<file path="src/rtl/bnn_mac_accum.sv">
// Multi-lane binary (+1/-1) multiply-accumulate with bias preload and a valid/ready result.
// Optional saturation on overflow is enabled by defining BNN_ACC_SAT_EN; otherwise the accumulator wraps.
module bnn_mac_accum #(
  parameter int ACC_WIDTH = 12,
  parameter int LANES     = 4,
  parameter int CNT_WIDTH = 10
) (
  input  logic                 clk,
  input  logic                 rst_n,
  input  logic                 start,
  input  logic [ACC_WIDTH-1:0] bias,
  input  logic                 in_valid,
  output logic                 in_ready,
  input  logic                 in_last,
  input  logic [LANES-1:0]     x_bits,
  input  logic [LANES-1:0]     w_bits,
  input  logic [LANES-1:0]     lane_en,
  output logic                 out_valid,
  input  logic                 out_ready,
  output logic [ACC_WIDTH-1:0] acc_out,
  output logic                 act_out,
  output logic [CNT_WIDTH-1:0] beat_count,
  output logic                 sat_flag
);

  typedef enum logic [1:0] {IDLE, ACCUM, DONE} state_t;

  localparam logic [ACC_WIDTH-1:0] ACC_ONE = ACC_WIDTH'(1);

  state_t               state_q, state_d;
  logic [ACC_WIDTH-1:0] acc_q, acc_next, beat_sum;
  logic [CNT_WIDTH-1:0] cnt_q;
  logic                 start_fire, beat_fire;

  assign start_fire = (state_q == IDLE) && start;
  assign beat_fire  = (state_q == ACCUM) && in_valid;

  always_comb begin
    beat_sum = '0;
    for (int unsigned i = 0; i < LANES; i++) begin
      if (lane_en[i]) begin
        beat_sum = (x_bits[i] ^ w_bits[i]) ? beat_sum - ACC_ONE : beat_sum + ACC_ONE;
      end
    end
  end

`ifdef BNN_ACC_SAT_EN
  localparam logic [ACC_WIDTH-1:0] ACC_MAX = {1'b0, {(ACC_WIDTH-1){1'b1}}};
  localparam logic [ACC_WIDTH-1:0] ACC_MIN = {1'b1, {(ACC_WIDTH-1){1'b0}}};

  logic [ACC_WIDTH:0] sum_wide;
  logic               ovf;
  logic               sat_q;

  // Guard bit disagreeing with the result MSB means the signed sum left the range.
  always_comb begin
    sum_wide = {acc_q[ACC_WIDTH-1], acc_q} + {beat_sum[ACC_WIDTH-1], beat_sum};
    ovf      = sum_wide[ACC_WIDTH] ^ sum_wide[ACC_WIDTH-1];
    if (!ovf)                   acc_next = sum_wide[ACC_WIDTH-1:0];
    else if (sum_wide[ACC_WIDTH]) acc_next = ACC_MIN;
    else                        acc_next = ACC_MAX;
  end

  always_ff @(posedge clk) begin
    if (!rst_n)                sat_q <= 1'b0;
    else if (start_fire)       sat_q <= 1'b0;
    else if (beat_fire && ovf) sat_q <= 1'b1;
  end

  assign sat_flag = sat_q;
`else
  always_comb acc_next = acc_q + beat_sum;

  assign sat_flag = 1'b0;
`endif

  always_comb begin
    state_d = state_q;
    case (state_q)
      IDLE:    if (start) state_d = ACCUM;
      ACCUM:   if (in_valid && in_last) state_d = DONE;
      DONE:    if (out_ready) state_d = IDLE;
      default: state_d = IDLE;
    endcase
  end

  always_ff @(posedge clk) begin
    if (!rst_n) begin
      state_q <= IDLE;
      acc_q   <= '0;
      cnt_q   <= '0;
    end else begin
      state_q <= state_d;
      if (start_fire) begin
        acc_q <= bias;
        cnt_q <= '0;
      end else if (beat_fire) begin
        acc_q <= acc_next;
        cnt_q <= cnt_q + CNT_WIDTH'(1);
      end
    end
  end

  assign in_ready   = (state_q == ACCUM);
  assign out_valid  = (state_q == DONE);
  assign acc_out    = acc_q;
  assign act_out    = ~acc_q[ACC_WIDTH-1];
  assign beat_count = cnt_q;

endmodule

</file>
<file path="config.mk">
export PLATFORM = sky130hd
export DESIGN_NAME = bnn_mac_accum
export DESIGN_NICKNAME = d
export VERILOG_FILES = /design/src/rtl/bnn_mac_accum.sv
export SDC_FILE = /design/constraint.sdc
export NUM_CORES = 1
export LEC_CHECK = 0
export CORE_ASPECT_RATIO = 0.75
export CORE_MARGIN = 2
export CORE_UTILIZATION = 35
export CTS_BUF_LIST = sky130_fd_sc_hd__clkbuf_4 sky130_fd_sc_hd__clkbuf_8
export DETAILED_ROUTE_END_ITERATION = 6
export PLACE_DENSITY = 0.59
export SYNTH_ARGS = -nofsm -noshare
export SYNTH_HDL_FRONTEND = slang
export SYNTH_SLANG_ARGS = --single-unit
</file>
<file path="constraint.sdc">
create_clock -name clk -period 11.9 [get_ports clk]
set_input_delay 1.785 -clock clk [delete_from_list [all_inputs] [get_ports clk]]
set_output_delay 1.785 -clock clk [all_outputs]
set_load 0.05 [all_outputs]
</file>
==> results of run 1 <==
==> sequential cells by signal (all words and copies together) (netlist names) <==
signal / cells
acc_out: 12
beat_count: 10
state_q: 2
==> critical path: stages <==
cell and delay (ns):
clkdlybuf4s50_1 0.47, xor2_1 0.24, nand2_1 0.27, fa_1 0.51, inv_1 0.09, fa_1 0.41, nand2_1 0.07, nand2_1 0.09
ha_1 0.57, o21ai_0 0.15, o21ai_0 0.10, a21oi_1 0.12, ha_1 0.41, and3_1 0.24, a221oi_4 0.33, o21bai_1 0.11
xor2_1 0.14, mux2_2 0.27, ha_1 0.33, o211a_1 0.24, a221o_1 0.37, a2111oi_0 0.44, a41o_1 0.15, a211oi_1 0.07
==> worst min-delay path by stage <==
stage             startpoint            end
2_1_floorplan  beat_count[1]  beat_count[1]
3_3_place_gp   beat_count[1]  beat_count[1]
3_5_place_dp   beat_count[1]  beat_count[1]
4_1_cts        beat_count[1]  beat_count[1]
5_1_grt           acc_out[6]     acc_out[6]
6_report          acc_out[6]     acc_out[6]
==> kinds of logic after synthesis <==
logic type / Yosys count / synth area share
buf+inv: 38 / 0.0545
mux: 6 / 0.0235
fa+ha+maj: 35 / 0.179
xor+xnor: 34 / 0.111
simple gates: 114 / 0.185
compound gates: 112 / 0.275
flops: 24 / 0.170
other cells: 1 / 0.00133
==> synthesized netlist by cell type (9+ instances only) <==
cell type | n | area share
clkbuf_1 | 14 | 0.019
o21ai_0 | 20 | 0.035
xnor2_1 | 18 | 0.056
dfxtp_1 | 24 | 0.17
ha_1 | 26 | 0.12
fa_1 | 9 | 0.064
a21o_1 | 9 | 0.024
a21oi_1 | 30 | 0.053
inv_1 | 21 | 0.028
nand2_1 | 43 | 0.057
nand3_1 | 13 | 0.023
nor2_1 | 28 | 0.037
xor2_1 | 15 | 0.047
==> area by class of cell <==
type	instances	area (um^2)
clock buffers	4	55.1
repair buffers	55	548
multi-input cells	302	2190
fillers	805	4360
inverters	22	82.6
flip-flops and latches	24	480
well taps	105	131
==> routing by layer <==
| layer | track usage | vias to the layer above |
|---|---|---|
| met5 | 0 | - |
| met4 | 0.0115 | 0 |
| met3 | 0.0206 | 2 |
| met2 | 0.231 | 35 |
| met1 | 0.248 | 1199 |
| li1 | - | 1375 |
==> stage by stage <==
stage               setup slack, ns  hold slack [ns]  utilization
finish                         4.02            0.502        0.445
global route                   3.65            0.536        0.445
CTS                            4.06            0.505        0.445
detailed placement             3.79            0.493        0.438
global placement               3.84            0.482        0.438
floorplan                      4.75            0.699            -
==> power by group through the flow <==
| stage | logic, mW | registers, mW | clock network (mW) |
|---|---|---|---|
| after CTS | 0.351 | 0.0908 | 0.0577 |
| final | 0.352 | 0.0906 | 0.0559 |
| after detailed placement | 0.349 | 0.0926 | 0 |
| after global routing | 0.393 | 0.0914 | 0.0614 |
| after global placement | 0.347 | 0.0927 | 0 |
| after floorplan | 0.261 | 0.109 | 0 |
==> summary.txt, run 1 <==
Setup path
  – Worst R2R Path Depth: 9
  – Worst r2r dst: acc_out[10]
  – R2R setup slack: 9.12 ns
  – Critical Path End: acc_out[10]
  – Worst reg2reg path startpoint: acc_out[0]
  – Worst Setup SP: x_bits[0]
  – Arr. time, crit path: 8.00 ns
  – CP required: 12.03 ns
  – Critical path endpoint category: flop
  – Crit path kind: primary input to flop
  – Startpoint types: primary input
  – Maximum fanout along the worst path: 16

Timing
  – Max Clock Skew: 0.00692 ns
  – Slew Limit Fails: 0
  – Max frequency: 127 MHz
  – Finish-stage setup viols: 0
  – Fin. Hold Viols: 0
  – Fin Setup TNS: 0 ns
  – Final period util: 0.662
  – Least-Margin Pin Slew: 0.709 ns
  – RSZ-0062 raised after global routing: false
  – Final Critical Period: 7.88 ns
  – Relative slew slack: 0.524

Flow run
  – Total of max-cap violations: 0

GRT
  – Initial antenna violation count: 0
  – All-Layer GR Usage: 0.156
  – Vias in the first global route: 2,430
  – Grt total ovfl: 0
  – First-pass GRT wire length: 11,400 um
  – Largest net degree at the start of global routing: 21

Pwr
  – Pwr Density: 143 nW/um^2
  – Combinational power share: 0.706
  – Static leakage: 1.49 nW
  – Switching power: 0.228 mW
  – P_int: 0.270 mW
  – Clk pwr share: 0.112
  – Sequential power share: 0.182
  – Peak supply drop: 0.0517 mV
  – Tot Pwr: 0.499 mW
  – Switch share: 0.458

Route
  – First DRT Iteration DRCs: 100
  – Met2 wire len: 2790 um
  – Drt drc: 0
  – Router iterations before antenna repair: 4
  – Met3 routed WL: 169 um
  – Via density: 5.10
  – Antenna-violating nets left: 0
  – Vias: 2,611
  – WL final: 6900 um
  – WL met1: 3930 um
  – Uppermost routed layer: met4
  – Wire length per cell: 13.5 um

Place
  – Placement Cell Area: 3430 um^2
  – Cells after DPL: 508
  – Gpl congestion: 0.845
  – Detailed placer's ending HPWL: 5510 um
  – Number of buffers added on ports: 54

Logic synthesis
  – Synth warn: 0
  – Sequential cell area fraction in the yosys report: 0.170
  – Post-synth cell types: 55
  – Post-synth EDFFs: 0
  – Mapped cell area: 2830 um^2
  – Mapped Nets: 429
  – Syn avg cell area: 7.76 um^2
  – Cells after Synth: 364
  – Synth Flop Type: dfxtp_1
  – Flops & latches, synth: 24
  – Ys async rst share: 0

Floorplanning
  – Rows: 28
  – Core area: 7850 um^2
  – Die height: 81.8 um
  – Starting Density: 0.360
  – Full die area: 8810 um^2
  – IO Pins: 56
  – Die span in x: 108 um

Final layout
  – Area Growth Syn to Fin: 23.5%
  – Non-filler instance count after layout: 512
  – Cell area after layout: 3490 um^2
  – Nets: 473
  – Diode count: 0
  – Most frequent cells in the layout: clkdlybuf4s50_1 (54), nand2_1 (43), a21oi_1 (30)
  – Commonest non-fill, non-tap cell in the layout: clkdlybuf4s50_1
  – Fraction of layout cells with a size suffix above 1: 0.0418

Min path
  – Hold Crit Depth: 2
  – Hold WC Path Type: flop to flop

Clocking
  – Clk sinks: 24
  – Post-CTS sizing: 0
  – Worst-path clk slew: 0.09 ns
  – H-tree depth: 1
  – CTS root buf: clkbuf_8
  – CTS tree: built
  – Clk Latency, worst-skew pair: 0.27 ns
  – Post-CTS setup buffers: 0
  – Post-CTS Hold Buffers: 0
  – Clock Tree Buf Depth: 2
  – Number of CTS-inserted buffers: 3

Outcome
  – Run status: complete, no violations
(Power assumes the default switching activity.)
==> run 2, diff against run 1 <==
Clock period 11.9 ns to 7.5 ns, I/O delays scaled along.
==> summary.txt, run 2 (synthesis gave the netlist of run 1 again) <==
Outcome
  – Run status: complete, no violations (unchanged)

Floorplanning
  – Core area: 7850 um^2 (unchanged)
  – Starting Density: 0.360 (unchanged)
  – IO Pins: 56 (unchanged)
  – Full die area: 8810 um^2 (unchanged)
  – Die span in x: 108 um (unchanged)
  – Die height: 81.8 um (unchanged)
  – Rows: 28 (unchanged)

Pwr
  – P_int: 0.432 mW (was 0.270 mW)
  – Static leakage: 1.51 nW (was 1.49 nW)
  – Sequential power share: 0.180 (was 0.182)
  – Clk pwr share: 0.112 (about the same)
  – Pwr Density: 228 nW/um^2 (was 143 nW/um^2)
  – Switching power: 0.369 mW (was 0.228 mW)
  – Combinational power share: 0.708 (was 0.706)
  – Peak supply drop: 0.0914 mV (was 0.0517 mV)
  – Switch share: 0.461 (was 0.458)

Route
  – Via density: 5.26 (was 5.10)
  – Vias: 2,707 (was 2,611)
  – Antenna-violating nets left: 0 (unchanged)
  – WL met1: 3990 um (was 3930 um)
  – Drt drc: 0 (unchanged)
  – Met2 wire len: 3030 um (was 2790 um)
  – First DRT Iteration DRCs: 147 (was 100)
  – WL final: 7280 um (was 6900 um)
  – Router iterations before antenna repair: 5 (was 4)
  – Met3 routed WL: 258 um (was 169 um)
  – Wire length per cell: 14.1 um (was 13.5 um)
  – Uppermost routed layer: met3 (was met4)

Timing
  – Finish-stage setup viols: 0 (unchanged)
  – Fin. Hold Viols: 0 (unchanged)
  – Slew Limit Fails: 0 (unchanged)
  – Least-Margin Pin Slew: 0.721 ns (was 0.709 ns)
  – Final period util: 0.930
  – Max Clock Skew: 0.00851 ns (was 0.00692 ns)
  – Fin Setup TNS: 0 ns (unchanged)
  – RSZ-0062 raised after global routing: false (unchanged)
  – Final Critical Period: 6.97 ns
  – Post-route setup slack: 0.527 ns (was 4.02 ns)
  – Relative slew slack: 0.516 (was 0.524)
  – Max frequency: 143 MHz

Clocking
  – CTS tree: built (unchanged)
  – Post-CTS setup buffers: 0 (unchanged)
  – Clock Tree Buf Depth: 2 (unchanged)
  – Post-CTS sizing: 0 (unchanged)
  – Post-CTS Hold Buffers: 0 (unchanged)
  – Worst-path clk slew: 0.09 ns (about the same)
  – Clk Latency, worst-skew pair: 0.27 ns (about the same)
  – Clk sinks: 24 (unchanged)
  – H-tree depth: 1 (unchanged)
  – CTS root buf: clkbuf_8 (unchanged)
  – Number of CTS-inserted buffers: 3 (unchanged)

Setup path
  – Worst r2r dst: acc_out[10] (unchanged)
  – Critical path endpoint category: flop (unchanged)
  – Arr. time, crit path: 7.10 ns (was 8.00 ns)
  – CP required: 7.63 ns (was 12.03 ns)
  – Startpoint types: primary input (unchanged)
  – Buf/Inv on CP: 2 (unchanged)
  – Worst reg2reg path startpoint: acc_out[0] (unchanged)
  – Crit path depth: 27 (was 24)
  – CP top delay family: adder cells (unchanged)
  – Worst R2R Path Depth: 9 (unchanged)
  – CP max-delay cell: clkdlybuf4s50_1 (was ha_1)
  – Maximum fanout along the worst path: 8 (was 16)
  – Critical Path End: acc_out[10] (unchanged)
  – Crit path kind: primary input to flop (unchanged)
  – CP peak stage delay: 0.47 ns (was 0.57 ns)
  – Most frequent CP cell: nand2_1
  – Worst Setup SP: x_bits[0] (unchanged)
  – R2R setup slack: 4.69 ns (was 9.12 ns)

Place
  – Detailed placer's ending HPWL: 5760 um (was 5510 um)
  – Placement Cell Area: 3460 um^2 (was 3430 um^2)
  – Number of buffers added on ports: 54 (unchanged)
  – Gpl congestion: 0.816 (was 0.845)
  – Dpl ws: 0.284 ns (was 3.79 ns)
  – Cells after DPL: 511 (was 508)

GRT
  – Vias in the first global route: 2,497 (was 2,430)
  – First-pass GRT wire length: 11,900 um (was 11,400 um)
  – All-Layer GR Usage: 0.167 (was 0.156)
  – Initial antenna violation count: 0 (unchanged)
  – Largest net degree at the start of global routing: 21 (unchanged)
  – Grt total ovfl: 0 (unchanged)

Min path
  – Hold WC Path Type: flop to flop (unchanged)
  – Worst Hold Launch: beat_count[1] (was acc_out[6])

Final layout
  – Fillers: 803 (was 805)
  – Diode count: 0 (unchanged)
  – Cell area after layout: 3510 um^2 (was 3490 um^2)
  – Fraction of layout cells with a size suffix above 1: 0.0488 (was 0.0418)
  – Non-filler instance count after layout: 515 (was 512)
  – Area Growth Syn to Fin: 24.3% (was 23.5%)
  – Commonest non-fill, non-tap cell in the layout: clkdlybuf4s50_1 (unchanged)
  – Max reg flops: 12 (unchanged)
  – Nets: 476 (was 473)
  – Final Core Density: 0.447 (was 0.445)
  – Most frequent cells in the layout: clkdlybuf4s50_1 (54), nand2_1 (43), a21oi_1 (30) (unchanged)

Flow run
  – Total of max-cap violations: 0 (unchanged)
run 2: changes by cell type in the layout (fill, tap and decap cells not counted):
| cell | delta |
|---|---|
| buf_4 | +3 |
run 2: how the worst min path moves through the flow:
| stage | cells after the start | slack [ns] | endpoint |
|---|---|---|---|
| CTS | 2 | 0.50 | beat_count[1] |
| detailed placement | 2 | 0.49 | beat_count[1] |
| global route | 2 | 0.53 | beat_count[1] |
| finish | 2 | 0.50 | beat_count[1] |
| global placement | 2 | 0.48 | beat_count[1] |
| floorplan | 2 | 0.70 | beat_count[1] |
run 2: power groups by stage:
stage | Sequential (mW) | Clock [mW] | Combinational, mW
6_report | 0.144 | 0.0897 | 0.567
5_1_grt | 0.145 | 0.0971 | 0.633
4_1_cts | 0.144 | 0.0924 | 0.565
3_5_place_dp | 0.147 | 0 | 0.561
3_3_place_gp | 0.147 | 0 | 0.553
2_1_floorplan | 0.172 | 0 | 0.414
run 2: cell type report:
type,instances,area (um^2),share of cell area
clock buffers,4,55.1,0.0157
inverters,22,82.6,0.0235
multi-input cells,302,2190,0.624
flip-flops and latches,24,480,0.137
well taps,105,131,0.0374
repair buffers,58,571,0.163
run 2: per-layer routing:
layer	up-vias	track usage
met2	52	0.253
li1	1391	-
met4	0	0.0115
met1	1264	0.262
met3	0	0.0206
met5	-	0
run 2: worst min-delay path: stages, from the launching register on:
cell and delay [ns]:
dfxtp_1 0.34, nand2_1 0.06, a21oi_1 0.05
run 2: stage by stage:
| step | power, mW | hold slack, ns |
|---|---|---|
| 2_1_floorplan | 0.586 | 0.699 |
| 3_5_place_dp | 0.708 | 0.486 |
| 3_3_place_gp | 0.700 | 0.484 |
| 5_1_grt | 0.876 | 0.526 |
| 6_report | 0.801 | 0.498 |
| 4_1_cts | 0.802 | 0.498 |
==> variant 1 (config.mk and constraints of run 1) <==
The 3 states of `state_t` get a one-hot encoding in 3 bits.
--- a/src/rtl/bnn_mac_accum.sv
+++ b/src/rtl/bnn_mac_accum.sv
@@ -24,5 +24,5 @@
 );
 
-  typedef enum logic [1:0] {IDLE, ACCUM, DONE} state_t;
+  typedef enum logic [2:0] {IDLE = 3'b001, ACCUM = 3'b010, DONE = 3'b100} state_t;
 
   localparam logic [ACC_WIDTH-1:0] ACC_ONE = ACC_WIDTH'(1);
Behaviour: same outputs for any inputs over 10 cycles, from zero or initial values and one cycle with rst_n low; not proved beyond that.
==> variant 1 against run 1 <==
  * Synthesized cell count fell by 2.2%
  * Sequential share of layout area rose by 0.96 points
  * Design area fell by 2.6%
  * Highest routed layer unchanged
  * Wire length fell by 5.2%
  * Synthesized area fell by 2.9%
  * Sequential cell count rose by 1
  * Maximum frequency rose by 7.4%
  * Setup slack improved by 0.54 ns
  * Total power fell by 5.7%
==> variant 1: results (changes against run 1) <==
Worst path slowest cell: fa_1
Worst Skew: 0.00561 ns (-0.00132 ns)
DP Wirelength: 5300 um (-3.9%)
Gr usage total: 0.157 (+0.000243)
Top cells by count, synth: nand2_1 (41), a21oi_1 (39), nor2_1 (28), ha_1 (26), dfxtp_1 (25)
First-pass GRT wire length: 11000 um (-3.1%)
Vias in the first global route: 2394 (-1.5%)
Dominant cells by area after synthesis: dfxtp_1 (18%), ha_1 (12%), a21oi_1 (7.1%)
Total CTS buffers: 3 (unchanged)
Peak supply drop: 0.0510 mV (-1.2%)
CTS H-tree depth: 1 (unchanged)
Max stage delay on crit path: 0.55 ns (-0.02 ns)
Worst Tran Pin Value: 0.632 ns (-0.0766 ns)
Starting DRT DRC Count: 65 (-35%)
Arr. time, crit path: 7.53 ns (-0.47 ns)
Share of layout cells above drive strength 1: 0.0501 (+0.00836)
Post-Place Cells: 496 (-2.4%)
Final #Nets: 463 (-2.1%)
Largest net degree at the start of global routing: 20 (-4.8%)
Vias per cell: 5.13 (+0.56%)
Cells after Synth: 356 (-2.2%)
GPL Wtd Cong: 0.853 (+1.0%)
Total Wirelength: 6550 um (-5.2%)
Syn_nets: 419 (-2.3%)
CP Max Fanout: 4 (-12)
Status: finished, final reports clean
Pre-CTS setup slack: 4.26 ns (+0.469 ns)
[variant 1: cell count changes after synthesis, sizes merged, moves of 3 or more]
cell    before  now
a21o        11    7
nand3       13    8
a31oi        5    0
a21oi       30   39
a21boi       4    1
o21ai       21   29
nor3b        0    3
a311o        3    0
and4         1    4
nor3         6    3
[variant 1: final timing paths]
kind / cells past startpoint / startpoint / endpoint / slack, ns
worst min register to register: 2 / beat_count[1]$_SDFFE_PP0P_ / beat_count[1]$_SDFFE_PP0P_ / 0.51
worst max register to register: 10 / acc_out[0]$_SDFFE_PN0P_ / acc_out[10]$_SDFFE_PN0P_ / 9.36
worst max-delay path: 27 / x_bits[0] / acc_out[11]$_SDFFE_PN0P_ / 4.56
worst min-delay path: 2 / beat_count[1]$_SDFFE_PP0P_ / beat_count[1]$_SDFFE_PP0P_ / 0.51
[variant 1: per-stage QoR]
stage / hold WS, ns / cell area [um^2]
after global placement: 0.481 / 3350
after CTS: 0.511 / 3400
final: 0.509 / 3400
after global routing: 0.531 / 3400
after detailed placement: 0.493 / 3350
after floorplan: 0.489 / 2740
[variant 1: cell families (layout without fill, tap and decap cells)]
| group | after synthesis | after routing | share of synthesized area |
|---|---|---|---|
| compound gates | 107 | 107 | 0.251 |
| xor+xnor | 35 | 35 | 0.120 |
| fa+ha+maj | 33 | 33 | 0.170 |
| buf+inv | 36 | 79 | 0.0511 |
| flops | 25 | 25 | 0.182 |
| mux | 8 | 8 | 0.0315 |
| other cells | 1 | 1 | 0.00137 |
| simple gates | 111 | 111 | 0.193 |
[variant 1: metal layers]
layer	wire length (um)	vias up	track usage
met5	0	-	0
met4	14	0	0.0145
met2	2760	46	0.240
li1	-	1349	-
met3	228	2	0.0276
met1	3550	1167	0.235
[variant 1: layout make-up]
type,count,area (um^2)
Timing Repair Buffer,54,541
Inverter,21,78.8
Tap cell,101,126
Clock inverter,1,7.51
Multi-Input combinational cell,295,2100
Clock buffer,3,41.3
Fill cell,768,4070
Sequential cell,25,500
[variant 1: worst max-delay path: cells and delay by family]
kind	cells	cell delay, ns
buf+inv	3	0.59
compound gates	9	1.70
simple gates	5	0.49
fa+ha+maj	5	2.09
xor+xnor	4	0.60
mux	1	0.27
[variant 1: power by group]
group | internal (mW) | total [mW] | switching, mW
logic | 0.141 | 0.322 | 0.181
registers | 0.0898 | 0.0963 | 0.00647
clock network | 0.0238 | 0.0522 | 0.0285
total | 0.254 | 0.470 | 0.216
==> variant 2 (flow settings as in run 1) <==
Without the edit above. Set the parameter `LANES` to 5 (it was 4).
--- a/src/rtl/bnn_mac_accum.sv
+++ b/src/rtl/bnn_mac_accum.sv
@@ -3,5 +3,5 @@
 module bnn_mac_accum #(
   parameter int ACC_WIDTH = 12,
-  parameter int LANES     = 4,
+  parameter int LANES     = 5,
   parameter int CNT_WIDTH = 10
 ) (
Interface: changed (resized lane_en, w_bits and x_bits); port bits go from 56 to 59. The function was not compared with the original's and may differ.
==> variant 2 against run 1 <==
  * Global-route usage fell by 1.1 points
  * Non-clock buffer count is 2 higher
  * Hold slack improved by 0.011 ns
  * Wire length increased by 4.8%
  * Largest power group unchanged
  * Critical path depth increased by 6
  * Combinational power is 46% higher
  * First-iteration DRC count is 52% higher
  * Total power increased by 36%
  * Synthesized area up 15%
  * Setup slack lost 0.86 ns
  * Register-to-register slack got worse by 0.02 ns
  * Sequential cell count unchanged
  * Design area rose by 13%
==> variant 2: results (changes against run 1) <==
Clock Path Buffers: 2 (unchanged)
Non-Filler Instances: 575 (+12%)
Worst Tran Pin Value: 1.09 ns (+0.385 ns)
WHS Path Cells: 2 (unchanged)
CTS sink count: 24 (unchanged)
Share of layout cells above drive strength 1: 0.0518 (+0.0101)
Total Wirelength: 7240 um (+4.8%)
# clk buffers: 3 (-1)
Area of the multi-input gates: 2580 um^2 (+18%)
Fraction of area in non-clock buffers: 0.145 (-0.0125)
Vias per cell: 5.09 (-0.21%)
Worst R2R Path Depth: 12 (+3)
Gr usage total: 0.145 (-0.0113)
Worst Skew: 0.00388 ns (-0.00305 ns)
CP Max Fanout: 5 (-11)
Signal buffers: 57 (+3.6%)
Status: finished, final reports clean
Vias in the first global route: 2649 (+9.0%)
Sequential-to-total area share from yosys stat: 0.148 (-0.0219)
DR WL met3: 275 um (+63%)
First-pass GRT wire length: 12100 um (+6.6%)
PortBufs: 57 (+5.6%)
Clk cell area share: 0.0181 (+0.00230)
Inverters, non-clock: 28 (+27%)
M1 wire length: 3930 um (about the same)
Grt met2 use: 0.218 (-0.0138)
Mapped Area: 3240 um^2 (+15%)
GPL Wtd Cong: 0.870 (+2.9%)
Worst path slowest cell: clkdlybuf4s50_1
Fraction of area in multi-input gates: 0.653 (+0.0253)
Post-DP Area: 3870 um^2 (+13%)
Top cells by count, synth: nand2_1 (41), nor2_1 (40), ha_1 (37), a21oi_1 (36), inv_1 (28)
Peak supply drop: 0.0603 mV (+17%)
Starting DRT DRC Count: 152 (+52%)
Met2 wire length: 3020 um (+8.2%)
Post-Place Cells: 571 (+12%)
Met3 Usage GRT: 0.0216 (+0.000938)
Arr. time, crit path: 8.92 ns (+0.92 ns)
Max Cap Viol: 0 (unchanged)
Dominant cells by area after synthesis: dfxtp_1 (15%), ha_1 (14%), xor2_1 (6.2%)
Synth Flop Type: dfxtp_1
Max stage delay on crit path: 0.60 ns (+0.03 ns)
Global Route met1 Usage: 0.225 (-0.0227)
Final #Nets: 542 (+15%)
Hold_ws: 0.513 ns (+0.0114 ns)
Multi-input combinational cell count: 350 (+16%)
# fillers: 936 (+16%)
Hold Path End: beat_count[1]$_SDFFE_PP0P_
CTS H-tree depth: 1 (unchanged)
Syn_nets: 498 (+16%)
Reg-to-Reg End: acc_out[10]$_SDFFE_PN0P_
Largest net degree at the start of global routing: 25 (+19%)
Leakage: 1.76 nW (+18%)
Hold Startpoint: beat_count[1]$_SDFFE_PP0P_
R2r setup slk: 9.10 ns (-0.02 ns)
Syn Area/Cell: 7.72 um^2 (-0.55%)
DP Wirelength: 5990 um (+8.8%)
[variant 2: cell count changes in the layout (fill, tap and decap cells not counted), sizes merged, moves of 6 or more]
cell,change
a21oi,+7
ha,+11
inv,+6
nor2,+12
xor2,+8
[variant 2: worst max path at each step]
| stage | startpoint | end | slack (ns) | cells after the start |
|---|---|---|---|---|
| 4_1_cts | lane_en[0] | acc_out[11]$_SDFFE_PN0P_ | 3.16 | 30 |
| 3_5_place_dp | lane_en[0] | acc_out[11]$_SDFFE_PN0P_ | 2.88 | 30 |
| 5_1_grt | lane_en[0] | acc_out[11]$_SDFFE_PN0P_ | 2.71 | 32 |
| 6_report | lane_en[0] | acc_out[11]$_SDFFE_PN0P_ | 3.17 | 30 |
| 2_1_floorplan | x_bits[0] | acc_out[11]$_SDFFE_PN0P_ | 3.96 | 31 |
| 3_3_place_gp | lane_en[0] | acc_out[11]$_SDFFE_PN0P_ | 3.01 | 30 |
[variant 2: cells by family (layout without fill, tap and decap cells)]
family | count (synthesis) | after routing | share of synthesized area
simple gates | 126 | 126 | 0.176
compound gates | 118 | 118 | 0.247
xor+xnor | 47 | 47 | 0.134
buf+inv | 46 | 89 | 0.0567
fa+ha+maj | 45 | 45 | 0.192
flops | 24 | 24 | 0.148
mux | 13 | 13 | 0.0440
other cells | 1 | 1 | 0.00116
[variant 2: report_power, final]
part	internal (mW)	switching (mW)	total, mW
logic	0.235	0.278	0.513
clock network	0.0450	0.0277	0.0727
registers	0.0865	0.00578	0.0922
[variant 2: per-stage QoR]
step	setup slack [ns]	power [mW]
final	3.17	0.678
after global routing	2.71	0.752
after CTS	3.16	0.684
after detailed placement	2.88	0.606
after global placement	3.01	0.596
after floorplan	3.96	0.512
